[src/rtl/mux_select_bank.sv]
// -----------------------------------------------------------------------------
// mux_select_bank
//
// Selector bank over a shared pool of 32 data words. Three independent
// binary-select paths are provided:
//   - a 2-to-1 path over words 0..1
//   - a 16-to-1 path over words 0..15
//   - a 32-to-1 path over words 0..31
// Each path has a zero-latency combinational output and a registered copy.
// The registered copies are captured together under a shared enable. This is a
// pure datapath block with no handshake and no FSM. The only state is the
// three output registers.
//
// Parameters:
//   N       width of each data word and of every output
//   NUM_IN  number of words in the input pool (only 32 is supported)
//
// Ports:
//   clk    in   1         rising-edge clock for the registered outputs
//   rst_n  in   1         asynchronous active-low reset, clears the _q outputs
//   d_in   in   NUM_IN*N  flattened pool, word k = d_in[k*N +: N]
//   sel2   in   1         select for the 2-to-1 path
//   sel16  in   4         select for the 16-to-1 path
//   sel32  in   5         select for the 32-to-1 path
//   en     in   1         capture enable for all three output registers
//   y2     out  N         word[sel2], combinational
//   y16    out  N         word[sel16], combinational
//   y32    out  N         word[sel32], combinational
//   y2_q   out  N         registered y2
//   y16_q  out  N         registered y16
//   y32_q  out  N         registered y32
// -----------------------------------------------------------------------------
module mux_select_bank #(
    parameter int N      = 32,
    parameter int NUM_IN = 32
) (
    input  logic                clk,
    input  logic                rst_n,
    input  logic [NUM_IN*N-1:0] d_in,
    input  logic                sel2,
    input  logic [3:0]          sel16,
    input  logic [4:0]          sel32,
    input  logic                en,
    output logic [N-1:0]        y2,
    output logic [N-1:0]        y16,
    output logic [N-1:0]        y32,
    output logic [N-1:0]        y2_q,
    output logic [N-1:0]        y16_q,
    output logic [N-1:0]        y32_q
);

    // Unpack the flat pool into an indexable word array.
    logic [N-1:0] words [NUM_IN];

    always_comb begin
        for (int k = 0; k < NUM_IN; k++) begin
            words[k] = d_in[k*N +: N];
        end
    end

    // Combinational paths. Every select code is a legal index. The 16-to-1 path
    // zero-extends its select so it can only reach the lower half of the pool.
    always_comb begin
        y2  = sel2 ? words[1] : words[0];
        y16 = words[{1'b0, sel16}];
        y32 = words[sel32];
    end

    // Registered copies. Reset is asynchronous and overrides any capture.
    always_ff @(posedge clk or negedge rst_n) begin
        if (!rst_n) begin
            y2_q  <= '0;
            y16_q <= '0;
            y32_q <= '0;
        end else if (en) begin
            y2_q  <= y2;
            y16_q <= y16;
            y32_q <= y32;
        end
    end

endmodule

[config.mk]
export PLATFORM = sky130hd
export DESIGN_NAME = mux_select_bank
export DESIGN_NICKNAME = d
export VERILOG_FILES = /design/src/rtl/mux_select_bank.sv
export SDC_FILE = /design/constraint.sdc
export NUM_CORES = 1
export LEC_CHECK = 0
export CORE_AREA = 2 2 480 482
export CTS_CLUSTER_SIZE = 20
export DETAILED_ROUTE_END_ITERATION = 7
export DIE_AREA = 0 0 482 484
export GPL_ROUTABILITY_DRIVEN = 0
export PLACE_DENSITY_LB_ADDON = 0.05
export SLEW_MARGIN = 20
export SYNTH_ARGS = -nofsm -noshare
export SYNTH_HDL_FRONTEND = slang
export SYNTH_SLANG_ARGS = --single-unit
[constraint.sdc]
create_clock -name clk -period 1.6 [get_ports clk]
set_input_delay 0.16 -clock clk [delete_from_list [all_inputs] [get_ports clk]]
set_output_delay 0.16 -clock clk [all_outputs]
set_load 0.005 [all_outputs]
==> summary.md <==
| Metric | Value |
|---|---|
| CP Launch Type | primary input |
| YS warnings | 0 |
| Leak | 16.3 nW |
| CTS H-tree depth | 3 |
| Fin crit share | 137% |
| Post-Layout Cell Count | 6200 |
| Total of max-cap violations | 0 |
| Yosys reg bits | 96 |
| Flop pwr share | 16.1% |
| Post-synth ARST share | 100% |
| # DRC | 0 |
| Hpwl dp | 167 mm |
| Fmax | 458 MHz |
| Outcome | complete, but fails checks |
| Routed Antenna Nets | 0 |
| Fill count | 25200 |
| Net Switching | 0.00754 W |
| Share of cells above drive strength 1 | 43.8% |
| # port buffers | 1228 |
| Nets | 4172 |
| # clock sinks | 96 |
| Cell variety after synth | 23 |
| Avg Cell Area, Syn | 11.1 um^2 |
| Final Hold Fails | 0 |
| Skew final | 0 ps |
| Power Internal | 0.0116 W |
| Combinational Power Share | 69.3% |
| Syn Inst Count | 1496 |
| Vias per cell | 3.50 |
| Max VDD drop | 0.474 mV |
| Worst-path clk slew | 90 ps |
| Number of synthesized flops with an enable pin | 0 |
| Drt first-iter violations | 1097 |
| Clock root buffer | clkbuf_16 |
| RSZ-0062 raised after global routing | true |
| Adder-cell share of the synthesized area | 0% |
| Mux cell area share after synthesis | 62.9% |
| Post-route cell area | 0.0421 mm^2 |
| Starting Density | 7.25% |
| Largest family of logic cells by synthesized area | multiplexers |
| Pre-CTS WS | -1970 ps |
| Core area | 0.229 mm^2 |
| Vias post-DR | 21700 |
| Remaining global-route overflow | 0 |
| Hold Crit Class | primary input to async pin |
| DRT Pass-1 Iters | 5 |
| Worst endpoint data arrival time | 2030 ps |
| Die ar. | 0.233 mm^2 |
| Setup-failing EPs final | 114 |
| Aggregate global-route resource usage | 16.3% |
| First-pass GRT wire length | 251 mm |
| WL final | 199 mm |
| Placement Cell Area | 0.0359 mm^2 |
| Synth Area in Compound Gates | 15.5% |
| Die width | 482 um |
| Post-synthesis sequential area ratio | 14.5% |
| Vias in the first global route | 23800 |
| CP required | 1440 ps |
| Failing checks | setup timing |
| Dominant synthesized flop cell | dfrtp_1 |
| CTS tree | yes |
| Kind of end point of the critical path | output pin |
| Crit Path Class | primary input to output pin |
| Area delta synth->final | 154% |
| Final Max Slew Viols | 0 |
| Post-Syn Area | 0.0166 mm^2 |
| Crit path time final | 2190 ps |
| Number of CTS-inserted buffers | 9 |
| Initial antenna violation count | 129 |
| Pwr Density | 455 mW/mm^2 |
| IO Pins | 1229 |
| Worst-skew pair later-pin latency | 440 ps |
| Worst slew pin tran | 474 ps |
| Commonest non-fill, non-tap cell in the layout | clkdlybuf4s50_1 |
| Chip Height | 484 um |
| Sw Share | 39.4% |
| Slew HR | 67.5% |
| Dpl cells | 6000 |
| Final WS setup | -586 ps |
| Pin count of the biggest net entering global routing | 34 |
| Drt wl/cell | 32.2 um |
| Most frequent cells in the layout | clkdlybuf4s50_1, mux2i_1, buf_4, mux4_2, a22oi_2 |
| Post-synth net total | 2533 |
| Rows | 176 |
| Clock power share | 14.6% |
| Post-synthesis xor/xnor area fraction | 0% |
| CTS Buffer Depth | 2 |
| Simple-gate share of the synthesized area | 1.48% |
| CP Max Fanout | 6 |
## power by group through the flow
stage               combinational (W)  clock, W  sequential, W
floorplan                     0.00364         0        0.00313
global placement               0.0116         0        0.00314
detailed placement             0.0115         0        0.00314
CTS                            0.0129   0.00306        0.00310
global route                   0.0140   0.00305        0.00314
finish                         0.0133   0.00279        0.00308
## path summary, 6_finish.rpt
kind,start,end,slack (ps),depth (start not counted)
max,sel32[0],y32[12],-590,11
max reg2reg,y16_q[6]$_DFFE_PN0P_,y16_q[6]$_DFFE_PN0P_,650,2
min,rst_n,y16_q[29]$_DFFE_PN0P_,120,2
max in group asynchronous,rst_n,y32_q[21]$_DFFE_PN0P_,920,3
min in group clk,en,y16_q[29]$_DFFE_PN0P_,160,2
min reg2reg,y16_q[13]$_DFFE_PN0P_,y16_q[13]$_DFFE_PN0P_,510,1
## logic make-up after synthesis
logic type,after synthesis
mux,800
compound gates,384
buf+inv,176
flops,96
simple gates,40
## cell usage after synthesis, types with 2 or more instances
cell | number | share of area (%)
a22oi_1 | 256 | 12
mux2i_1 | 512 | 31
nor4_1 | 32 | 1.2
nor2b_1 | 2 | 0.075
mux4_1 | 40 | 6.3
mux2_4 | 30 | 2.7
buf_12 | 2 | 0.24
nand2b_1 | 2 | 0.075
mux4_2 | 120 | 16
clkbuf_1 | 90 | 2.0
buf_6 | 9 | 0.61
dfrtp_1 | 96 | 14
buf_2 | 27 | 0.82
buf_4 | 33 | 1.5
buf_1 | 13 | 0.29
mux2_2 | 98 | 6.7
a21oi_1 | 128 | 3.9
## critical path, cell delays in order
cell and delay [ps]:
buf_12 110, nor2b_4 120, buf_6 130, buf_16 150, buf_16 160, buf_12 150, a22oi_2 210, a21oi_2 90
buf_4 170, nor4_4 330, buf_2 180
## sequential cells by signal, summed over array words and instances, names as in the netlist
signal	cells
y2_q	32
y32_q	32
y16_q	32
## what timing repair did
item | in CTS | in global routing
endpoints found under the setup margin | 205 | 199
buffers inserted | 107 | 78
pin swaps | 145 | 117
gates resized for setup | 783 | 467
endpoints found under the hold margin | 96 | 0
gates cloned | 21 | 9
hold buffers | 1 | 0
## stage by stage
stage | power (W) | setup TNS [ps] | hold WS, ps | util, %
after floorplan | 0.00678 | -6880 | -136 | -
after global placement | 0.0147 | -144740 | 38.1 | 15.7
after detailed placement | 0.0146 | -145690 | 34.7 | 15.7
after CTS | 0.0190 | -47830 | 71.2 | 17.5
after global routing | 0.0202 | -40220 | 109 | 18.4
final | 0.0191 | -35960 | 117 | 18.4
## layout make-up
type / instances / area [um^2] / share of cell area (%)
Clock inverter: 7 / 61.3 / 0.146
Antenna cell: 34 / 85.1 / 0.202
Clock buffer: 9 / 225 / 0.535
Sequential cell: 96 / 2400 / 5.71
Tap cell: 3026 / 3790 / 9.00
Multi-Input combinational cell: 1224 / 16100 / 38.3
Timing Repair Buffer: 1804 / 19400 / 46.1
## per-layer routing
metal	routed length [um]	track usage, %
met1	84000	20.1
met2	99600	28.7
met4	2920	2.94
met3	12500	3.92
met5	425	0
No activity file was read; power rests on OpenSTA's default activity.
